File: src/rtl/fifo_rd_stream_pkg.sv
// Shared constants and buffer state encoding for the fifo_rd_stream read-side adapter.
package fifo_rd_stream_pkg;

  localparam int unsigned BUF_DEPTH          = 2;
  localparam int unsigned DEFAULT_DATA_WIDTH = 8;

  typedef enum logic [1:0] {
    ST_EMPTY = 2'd0,
    ST_ONE   = 2'd1,
    ST_TWO   = 2'd2
  } buf_state_e;

endpackage

File: src/rtl/fifo_rd_buf2.sv
// Two-entry register buffer; slot0 is always the head so the output data is a plain flop.
module fifo_rd_buf2
  import fifo_rd_stream_pkg::*;
#(
  parameter int unsigned DATA_WIDTH = DEFAULT_DATA_WIDTH
) (
  input  logic                               clk_i,
  input  logic                               rst_i,
  input  logic                               push_i,
  input  logic [DATA_WIDTH-1:0]              push_data_i,
  input  logic                               pop_i,
  output logic [DATA_WIDTH-1:0]              head_o,
  output logic                               valid_o,
  output logic [$clog2(BUF_DEPTH+1)-1:0]     count_o
);

  buf_state_e            state_q, state_d;
  logic [DATA_WIDTH-1:0] slot0_q, slot0_d;
  logic [DATA_WIDTH-1:0] slot1_q, slot1_d;

  always_ff @(posedge clk_i) begin
    if (rst_i) begin
      state_q <= ST_EMPTY;
      slot0_q <= '0;
      slot1_q <= '0;
    end else begin
      state_q <= state_d;
      slot0_q <= slot0_d;
      slot1_q <= slot1_d;
    end
  end

  always_comb begin
    state_d = state_q;
    slot0_d = slot0_q;
    slot1_d = slot1_q;
    case (state_q)
      ST_EMPTY: begin
        if (push_i) begin
          slot0_d = push_data_i;
          state_d = ST_ONE;
        end
      end
      ST_ONE: begin
        // Push and pop together: the new word goes straight to the head, no bubble.
        if (push_i && pop_i) begin
          slot0_d = push_data_i;
        end else if (push_i) begin
          slot1_d = push_data_i;
          state_d = ST_TWO;
        end else if (pop_i) begin
          state_d = ST_EMPTY;
        end
      end
      ST_TWO: begin
        if (pop_i) begin
          slot0_d = slot1_q;
          if (push_i) begin
            slot1_d = push_data_i;
          end else begin
            state_d = ST_ONE;
          end
        end
      end
      default: state_d = ST_EMPTY;
    endcase
  end

  assign head_o  = slot0_q;
  assign valid_o = (state_q != ST_EMPTY);
  assign count_o = state_q;

  a_no_overflow: assert property (@(posedge clk_i) disable iff (rst_i)
    !(push_i && (state_q == ST_TWO) && !pop_i));

endmodule

File: src/rtl/fifo_rd_stream.sv
// async_fifo read side to valid/ready stream adapter with a 2-entry output buffer.
// Optional statistics counters enabled by defining FIFO_RD_STATS_EN.
module fifo_rd_stream
  import fifo_rd_stream_pkg::*;
#(
  parameter int unsigned DATA_WIDTH = DEFAULT_DATA_WIDTH,
  parameter int unsigned CNT_WIDTH  = 16
) (
  input  logic                  rd_clk,
  input  logic                  rd_rst,
  input  logic [DATA_WIDTH-1:0] fifo_rd_data,
  input  logic                  fifo_empty,
  output logic                  fifo_rd_en,
  output logic [DATA_WIDTH-1:0] m_data,
  output logic                  m_valid,
  input  logic                  m_ready,
  output logic [CNT_WIDTH-1:0]  beat_cnt,
  output logic [CNT_WIDTH-1:0]  stall_cnt
);

  logic       inflight_q;
  logic [1:0] count;
  logic [2:0] used;
  logic       pop;

  assign pop  = m_valid & m_ready;
  assign used = {1'b0, count} + {2'b00, inflight_q};

  // m_ready reaches fifo_rd_en combinationally so a full buffer can refill on a pop.
  assign fifo_rd_en = !rd_rst && !fifo_empty &&
                      ((used < 3'd2) || ((used == 3'd2) && pop));

  always_ff @(posedge rd_clk) begin
    if (rd_rst) begin
      inflight_q <= 1'b0;
    end else begin
      inflight_q <= fifo_rd_en;
    end
  end

  fifo_rd_buf2 #(
    .DATA_WIDTH(DATA_WIDTH)
  ) u_buf (
    .clk_i      (rd_clk),
    .rst_i      (rd_rst),
    .push_i     (inflight_q),
    .push_data_i(fifo_rd_data),
    .pop_i      (pop),
    .head_o     (m_data),
    .valid_o    (m_valid),
    .count_o    (count)
  );

`ifdef FIFO_RD_STATS_EN
  logic [CNT_WIDTH-1:0] beat_cnt_q;
  logic [CNT_WIDTH-1:0] stall_cnt_q;

  always_ff @(posedge rd_clk) begin
    if (rd_rst) begin
      beat_cnt_q  <= '0;
      stall_cnt_q <= '0;
    end else begin
      if (pop) begin
        beat_cnt_q <= beat_cnt_q + 1'b1;
      end
      if (m_valid && !m_ready) begin
        stall_cnt_q <= stall_cnt_q + 1'b1;
      end
    end
  end

  assign beat_cnt  = beat_cnt_q;
  assign stall_cnt = stall_cnt_q;
`else
  assign beat_cnt  = '0;
  assign stall_cnt = '0;
`endif

endmodule

File: config.mk
export PLATFORM = sky130hd
export DESIGN_NAME = fifo_rd_stream
export DESIGN_NICKNAME = d
export VERILOG_FILES = /design/src/rtl/fifo_rd_stream_pkg.sv /design/src/rtl/fifo_rd_buf2.sv /design/src/rtl/fifo_rd_stream.sv
export SDC_FILE = /design/constraint.sdc
export NUM_CORES = 1
export LEC_CHECK = 0
export ABC_AREA = 1
export CAP_MARGIN = 40
export CELL_PAD_IN_SITES_DETAIL_PLACEMENT = 1
export CELL_PAD_IN_SITES_GLOBAL_PLACEMENT = 1
export CORE_ASPECT_RATIO = 1.1
export CORE_MARGIN = 5
export CORE_UTILIZATION = 31
export CTS_CLUSTER_DIAMETER = 100
export DETAILED_ROUTE_END_ITERATION = 6
export GPL_TIMING_DRIVEN = 0
export PLACE_DENSITY = 0.9
export SLEW_MARGIN = 20
export SYNTH_ARGS = -nofsm -noshare
export SYNTH_HDL_FRONTEND = slang
export SYNTH_SLANG_ARGS = --single-unit
File: constraint.sdc
create_clock -name rd_clk -period 4.6 [get_ports rd_clk]
set_clock_uncertainty 0.1 [all_clocks]
set_input_delay 0.92 -clock rd_clk [delete_from_list [all_inputs] [get_ports rd_clk]]
set_output_delay 0.92 -clock rd_clk [all_outputs]
set_load 0.02 [all_outputs]
Word-level counts from Yosys, hierarchy flattened
Index checks and enable logic that the tools add are counted.

Reduce and logical (&&, ||, !) cells: 14. $mul: 0. Muxes and demuxes: 15. Div/mod/pow operators: 0. Equal/unequal tests: 9. $lt $le $gt $ge: 1. Shift-type cells: 0. $add $sub $neg: 1. Bitwise gates (word level): 1.

Operators with widths (number): 2-to-1 mux 8 bit (6); case mux 8 bit (3 select lines) (1); case mux 8 bit (2 select lines) (1); 2-to-1 mux 2 bit (6); inequality test 2 bit, second input constant (4); case mux 2 bit (3 select lines) (1); AND reduction 5 bit (1); logical AND 1 bit (4); AND reduction 4 bit (1); nonzero test 2 bit (2); adder 2 x 1 -> 3 bit (1); == test 3 x 2 -> 1 bit, second input constant (1); < comparator 3 x 2 -> 1 bit, second input constant (1); inequality test 3 bit, second input constant (1); AND reduction 3 bit (1); nonzero test 3 bit (1); == test 2 x 1 -> 1 bit, second input constant (1); == test 2 bit, second input constant (1); logical NOT 1 bit (2); logical NOT 2 bit (1); inequality test 2 x 1 -> 1 bit, second input constant (1); AND 1 bit (1); logical OR 1 bit (1).

Flip-flop bits (word level): 19. Memories kept: 0. Latch bits: 0. Output and inout port bits: 42. Logic and storage cells: 45. Memory bits (writable): 0. Input port bits: 12. ROM bits: 0.

Longest topological paths before layout
Gate-level depths: netlist (run 1).

Depth after elaboration: 6. Mapped depth: 8. Depth with buffers taken out: 7.

By module
From an unflattened synthesis (run 1), not the netlist that was laid out.

Cell total of the unflattened synthesis: 184. Area, all modules: 1311.3 um2.

By module, submodules not included: fifo_rd_buf2 (area each 958.4 um2, times used 1, cells an instance 135, sequential area each 360.3 um2); fifo_rd_stream (area each 352.8 um2, times used 1, cells an instance 49, sequential area each 20.0 um2).

Worst setup path after synthesis (run 1)
OpenSTA, ideal clock, no wires.

Path type: input-to-output. Start point: in m_ready. End point: out fifo_rd_en. Required time: 3.580 ns. Stages on the path: 3. Slack: 2.266 ns. Arrival: 1.314 ns. Cell sequence: nand3_1 -> nor2_1 -> o21a_1.

Cells in the longest elaborated chain, start to end: 4.

RTL lines: from (decl) (RTL line fifo_rd_stream.sv:16) `input logic m_ready,`; AND 1 bit (RTL line fifo_rd_stream.sv:26) `assign pop = m_valid & m_ready;`; logical AND 1 bit (RTL line fifo_rd_stream.sv:31) `((used < 3'd2) || ((used == 3'd2) && pop));`; logical OR 1 bit (RTL line fifo_rd_stream.sv:31); logical AND 1 bit (RTL line fifo_rd_stream.sv:30) `assign fifo_rd_en = !rd_rst && !fifo_empty &&`; to (decl) (RTL line fifo_rd_stream.sv:13) `output logic fifo_rd_en,`.

No other way between the ends.

Worst setup path in the final report (run 1)
Same ends and word-level chain as after synthesis.

==> out/qor.yml, run 1 <==
run_status:
  outcome: "complete, no violations"
critical_path:
  endpoint_class_of_the_critical_path: "primary output"
  timing.critical_path.cells: "clkdlybuf4s50_1 > nand3_1 > nor2_1 > o21a_1 > clkdlybuf4s50_1"
  rr_endpoint: "u_buf.head_o[2]$_SDFFE_PP0P_"
  cp_max_stage_cell: "clkdlybuf4s50_1"
  worst-r2r-cell-count: 6
  timing.critical_path.from_type: "input pin"
  cp_slowest_stage_delay_ps: 600
  path_class: "in -> out"
  req_time_crit_path_ps: 3580
  critPathArrivalTime_ps: 2400
  r2r_start: "u_buf.count_o[0]$_SDFFE_PP0P_"
  worstPathMaxFanout: 3
  reg2reg_setup_slack_ps: 3080
  worst_path_most_repeated_cell: "clkdlybuf4s50_1"
run:
  max_cap_viol_count: 0
synthesis:
  sequential_fraction_of_the_synthesis_area: 0.293
  synth_largest_type_area_fraction: 0.293
  ffs_latches_synth: 19
  largest_family_of_logic_cells_by_synthesized_area: "simple AND/OR/NAND/NOR gates"
  dominant_cell_type_by_area_after_synthesis: "dfxtp_1"
  synth_compound_gate_area_share: 0.0606
  synth-adder-area-share: 0.0289
  post_synth_cell_types: 22
  synthSimpleGateAreaFrac: 0.321
  share_of_synthesized_area_spent_on_multiplexers: 0
  synth.cell_area_um2: 1300
  post_synth.cell_area_avg_um2: 6.74
  synth_area_leaders: "dfxtp_1 (29%), buf_4 (18%), nand2_1 (10%)"
  synth_warnings: 0
  synthXorXnorAreaFrac: 0
  postSynthCellCount: 193
sta:
  grt_setup_unrepaired: "false"
  hold_violations: 0
  final.period_utilization: 0.744
  timing.max_slew.rel_slack: 0.641
  tightest_slew_ps: 538
  max_freq_mhz: 292
  final-max-slew-violation-count: 0
  setup_viol_count_final: 0
  finalWorstPathRequiredPeriod_ps: 3420
  layout_setup_ws_ps: 1180
  tns_ps: 0
hold_path:
  min_delay_path_depth: 4
  classification_of_the_worst_slack_hold_path: "reg -> reg"
  worstHoldStart: "u_buf.slot1_q[4]$_SDFFE_PP0P_"
  end_point_of_the_most_critical_hold_path: "u_buf.slot1_q[4]$_SDFFE_PP0P_"
route:
  num_vias: 1215
  detail-route-antenna-nets: 0
  remaining_drc_errors: 0
  avgViaCountPerCell: 4.04
  route.final.wire_length_mm: 3.17
  first_iter_violations: 27
  drt_pass1_iterations: 4
  routedWlPerCell_um: 10.5
global_routing:
  grt_start_max_net_pins: 11
  grt_overflow_total: 0
  initial_antenna_violation_count: 0
  grt_pass1_wl_mm: 5.62
  grt_util_all_layers: 0.122
  first_global_vias: 1349
cts:
  tritoncts: "done"
  post_cts_resize_count: 0
  cts_post_setup_buffers_inserted: 0
  worst_skew_pair.late_latency_ps: 260
  clkSinkCount: 19
  clock_tree.buffer_depth: 2
  clock-root-buffer: "clkbuf_8"
  holdBufCountCts: 0
  tritoncts.num_buffers: 3
  clk_pin_slew_ps: 70
  h-tree-depth: 1
floorplanning:
  fp-row-count: 24
  die_span_x_um: 71.7
  floorplan.initialDensity: 0.323
  die-height_um: 77.9
  placeableCoreArea_um2: 4020
  die-area_um2: 5590
  io_pins: 54
finish:
  post_route_cells_drive_above_1_share: 0.181
  total_inserted_antenna_cells: 0
  nNetsFinal: 265
  flow.area_growth_from_synthesis_pct: 33.6
  count_of_non_filler_cells_in_the_finished_layout: 301
placement:
  port_buffers: 21
  numPlacedInstances: 297
  dp_slack_ps: 1150
  globalplace.congestion: 0.798
  dp.final_hpwl_mm: 2.50
power_and_ir_drop:
  power.leakage_nw: 0.920
  power_density_nw_per_um2: 239
  irDropWorstVdd_v: 0.0000969
-- critical path, delay by kind of cell --
family	cells	cell delay, ps
buffers and inverters	2	1140
AND/OR/NAND/NOR	2	220
AO/OA/AOI/OAI	1	120
-- cells in the final DEF, fill, tap and decap left out, drive strengths merged --
master         count
nand3              3
nand2             39
a21oi              2
o21a               2
nand4              8
nand3b             8
inv               31
buf               33
dfxtp             19
clkinv             1
and2               1
nor2              29
clkbuf             7
o21ai             10
clkdlybuf4s50     21
conb              32
ha                 3
-- registers in the layout, summed over array words and instances, names as in the netlist --
name,flops
u_buf.slot1_q,8
u_buf.head_o,8
inflight_q,1
u_buf.count_o,2
-- per-layer routing --
layer	vias up	global-route usage	routed length, um
met1	540	0.136	1310
met5	-	0	0
met4	0	0.0470	44
met3	4	0.0233	166
met2	36	0.226	1660
li1	635	-	-
-- synth_stat cells --
cell and n:
nand2_1 35, buf_4 32, inv_1 29, nor2_1 29, dfxtp_1 19, o21ai_0 9, nand3b_1 8, nand4_1 8
clkbuf_1 3, ha_1 3, nand2_2 3, a21oi_1 2, inv_2 2, nand3_1 2, o21a_1 2, and2_4 1
buf_6 1, clkinv_1 1, conb_1 1, nand2_4 1, nand3_4 1, o21ai_2 1
-- how the worst max path moves through the flow --
| stage | from | to | slack (ps) | cells past startpoint |
|---|---|---|---|---|
| detailed placement | m_ready | fifo_rd_en | 1150 | 5 |
| global route | m_ready | fifo_rd_en | 1040 | 5 |
| global placement | m_ready | fifo_rd_en | 1170 | 5 |
| finish | m_ready | fifo_rd_en | 1180 | 5 |
| CTS | m_ready | fifo_rd_en | 1150 | 5 |
| floorplan | m_ready | fifo_rd_en | 2270 | 3 |
-- final cells by class --
cell class                      instances  area, um^2
Buffer                                 36         263
Inverter                               32         120
Tap cell                               52        65.1
Fill cell                             565        2290
Sequential cell                        19         380
Timing Repair Buffer                   21         210
Clock buffer                            4        45.0
Multi-Input combinational cell        137         653
-- power breakdown --
| group | internal [W] | switching, W | total, W | leakage [nW] |
|---|---|---|---|---|
| registers | 0.000172 | 0.00000415 | 0.000176 | 0.155 |
| clock network | 0.0000616 | 0.0000579 | 0.000120 | 0.0228 |
| logic | 0.0000531 | 0.0000658 | 0.000119 | 0.742 |
| total | 0.000287 | 0.000128 | 0.000415 | 0.920 |
-- stage by stage --
| stage | utilization | area [um^2] | power [W] | hold slack (ps) |
|---|---|---|---|---|
| 2_1_floorplan | - | 1420 | 0.000266 | 387 |
| 3_3_place_gp | 0.420 | 1690 | 0.000296 | 397 |
| 3_5_place_dp | 0.420 | 1690 | 0.000298 | 412 |
| 4_1_cts | 0.432 | 1740 | 0.000417 | 424 |
| 5_1_grt | 0.432 | 1740 | 0.000435 | 469 |
| 6_report | 0.432 | 1740 | 0.000415 | 417 |
-- logic make-up after synthesis --
logic type      count (synthesis)
compound gates                 14
fa+ha+maj                       3
buf+inv                        68
flops                          19
other cells                     1
simple gates                   88
Power figures use the tool's default switching activity.
==> run 2, diff against run 1 <==
CORE_UTILIZATION = 26   (was 31)
PLACE_DENSITY = 0.81   (was 0.9)
clock period = 2.8 ns   (was 4.6 ns; I/O delays follow)
==> run 2 against run 1 <==
Global-route usage shrank 2.1 points. Register-to-register slack got worse by 1800 ps. Flip-flop and latch count unchanged. Clock-buffer cell count down 1.
==> out/qor.yml, run 2 (synthesis results as in run 1) <==
run_status:
  outcome: "complete, no violations"
route:
  detail-route-antenna-nets: 0  # unchanged
  wl_met1_mm: 1.36  # +4.4%
  route.final.wire_length_mm: 3.19  # +0.69%
  remaining_drc_errors: 0  # unchanged
  routedWlPerCell_um: 10.4  # -1.3%
  avgViaCountPerCell: 4.00  # -0.99%
  drt_pass1_iterations: 4  # unchanged
  num_vias: 1227  # +0.99%
  wl_met3_um: 189  # +14%
  first_iter_violations: 43  # +59%
  top_signal_layer_used: "met4"
  wl_met2_mm: 1.59  # -4.0%
critical_path:
  req_time_crit_path_ps: 2140  # -1440 ps
  endpoint_class_of_the_critical_path: "primary output"
  cp_max_stage_cell: "dfxtp_2"
  worst-r2r-cell-count: 6  # unchanged
  worst_path_most_repeated_cell: "ha_1"
  timing.critical_path.cells: "ha_1 > inv_1 > ha_1 > nand3_1 > nor2_1 > o21a_1 > dlymetal6s2s_1"
  cp_slowest_stage_delay_ps: 390  # -210 ps
  worstPathMaxFanout: 6  # +3
  rr_endpoint: "u_buf.head_o[7]$_SDFFE_PP0P_"
  reg2reg_setup_slack_ps: 1310  # -1770 ps
  path_class: "reg -> out"
  timing.critical_path.from_type: "register"
  r2r_start: "u_buf.count_o[0]$_SDFFE_PP0P_"
  critPathArrivalTime_ps: 1690  # -710 ps
global_routing:
  first_global_vias: 1254  # -7.0%
  grt_pass1_wl_mm: 5.45  # -3.1%
  grt_overflow_total: 0  # unchanged
  grt_util_all_layers: 0.101  # -0.0211
  grt_start_max_net_pins: 12  # +1
  initial_antenna_violation_count: 0  # unchanged
floorplanning:
  die-height_um: 84.2  # +8.0%
  floorplan.initialDensity: 0.264  # -0.0595
  placeableCoreArea_um2: 4930  # +23%
  die_span_x_um: 77.4  # +7.9%
  io_pins: 54  # unchanged
  die-area_um2: 6520  # +17%
  fp-row-count: 27  # +13%
power_and_ir_drop:
  power_density_nw_per_um2: 391  # +64%
  power.total_w: 0.000684  # +65%
  irDropWorstVdd_v: 0.000151  # +56%
  power.leakage_nw: 0.937  # +1.9%
placement:
  globalplace.congestion: 0.732  # -8.2%
  dp.final_hpwl_mm: 2.52  # +1.0%
  port_buffers: 21  # unchanged
finish:
  nNetsFinal: 265  # unchanged
  flow.area_growth_from_synthesis_pct: 34.6
  layout.cells.most_common: "nand2_1"
  post_route_cells_drive_above_1_share: 0.193  # +0.0120
  finalCoreUtilization: 0.355  # -0.0767
  area_of_all_sequential_standard_cells_um2: 383  # +0.66%
  total_inserted_antenna_cells: 0  # unchanged
  final_cell_mix: "nand2_1 (35), buf_4 (32), conb_1 (32), nor2_1 (29), inv_1 (29)"
  area_of_the_multi_input_gates_um2: 653  # unchanged
  filler_cells: 640  # +13%
cts:
  worst_skew_pair.late_latency_ps: 260  # about the same
  tritoncts: "done"
  clkSinkCount: 19  # unchanged
  clk_pin_slew_ps: 80  # about the same
  cts_post_setup_buffers_inserted: 0  # unchanged
  tritoncts.num_buffers: 3  # unchanged
  h-tree-depth: 1  # unchanged
  clock-root-buffer: "clkbuf_8"
  clock_tree.buffer_depth: 2  # unchanged
hold_path:
  worstHoldStart: "u_buf.slot1_q[0]$_SDFFE_PP0P_"
  classification_of_the_worst_slack_hold_path: "reg -> reg"
  min_delay_path_depth: 4  # unchanged
  end_point_of_the_most_critical_hold_path: "u_buf.slot1_q[0]$_SDFFE_PP0P_"
sta:
  tightest_slew_ps: 532  # -6.25 ps
  final-max-slew-violation-count: 0  # unchanged
  timing.max_slew.rel_slack: 0.645  # +0.00421
  grt_setup_unrepaired: "false"
  hold_violations: 0  # unchanged
  setup_viol_count_final: 0  # unchanged
  max_freq_mhz: 425
  tns_ps: 0  # unchanged
  final.period_utilization: 0.840
  finalWorstPathRequiredPeriod_ps: 2350
run:
  max_cap_viol_count: 0  # unchanged
-- run 2: cell count changes in the layout (fill, tap and decap cells not counted), sizes merged --
cell	previous run	this run
clkbuf	7	6
clkdlybuf4s50	21	20
clkinv	1	2
dlymetal6s2s	0	1
-- run 2: per-layer routing --
layer	track usage	vias to the layer above
li1	-	633
met2	0.175	33
met5	0	-
met3	0.0182	4
met1	0.118	557
met4	0.0516	0
-- run 2: per-stage QoR --
stage / setup slack, ps / hold WS [ps] / cells / area (um^2)
2_1_floorplan: 864 / 387 / 224 / 1420
3_5_place_dp: 78.7 / 413 / 303 / 1700
6_report: 449 / 421 / 307 / 1750
5_1_grt: 283 / 448 / 307 / 1750
4_1_cts: 15.5 / 425 / 307 / 1750
3_3_place_gp: 92.0 / 398 / 303 / 1700
-- run 2: repair_timing --
item,4_1_cts,5_1_grt
hold buffers,0,0
pin swaps,0,0
resized for setup,1,2
setup endpoints to repair,1,1
cloned,0,0
-- run 2: how the worst max path moves through the flow --
| stage | cells after the start | endpoint | slack, ps | from |
|---|---|---|---|---|
| final | 7 | fifo_rd_en | 450 | u_buf.count_o[0]$_SDFFE_PP0P_ |
| after global routing | 7 | fifo_rd_en | 280 | u_buf.count_o[0]$_SDFFE_PP0P_ |
| after CTS | 6 | fifo_rd_en | 20 | u_buf.count_o[1]$_SDFFE_PP0P_ |
| after detailed placement | 5 | fifo_rd_en | 80 | m_ready |
| after global placement | 5 | fifo_rd_en | 90 | m_ready |
| after floorplan | 6 | fifo_rd_en | 860 | u_buf.count_o[0]$_SDFFE_PP0P_ |
-- run 2: layout make-up --
type                            count  share of cell area
Sequential cell                    19               0.219
Multi-Input combinational cell    137               0.373
Timing Repair Buffer               21               0.122
Clock inverter                      1             0.00286
Inverter                           32              0.0686
Tap cell                           58              0.0415
Clock buffer                        3              0.0236
Buffer                             36               0.150
-- run 2: worst max-delay path: cells and delay by family (launching register included) --
family                   cells  cell delay [ps]
AO/OA/AOI/OAI                1              120
adder cells (fa/ha/maj)      2              450
buffers and inverters        2              260
flip-flops                   1              390
AND/OR/NAND/NOR              2              210
-- run 2: report_power, final --
part | total, W | switching (W) | internal, W
Clock | 0.000199 | 0.0000995 | 0.0000992
Sequential | 0.000290 | 0.00000703 | 0.000283
Combinational | 0.000195 | 0.000108 | 0.0000871
Total | 0.000684 | 0.000214 | 0.000470
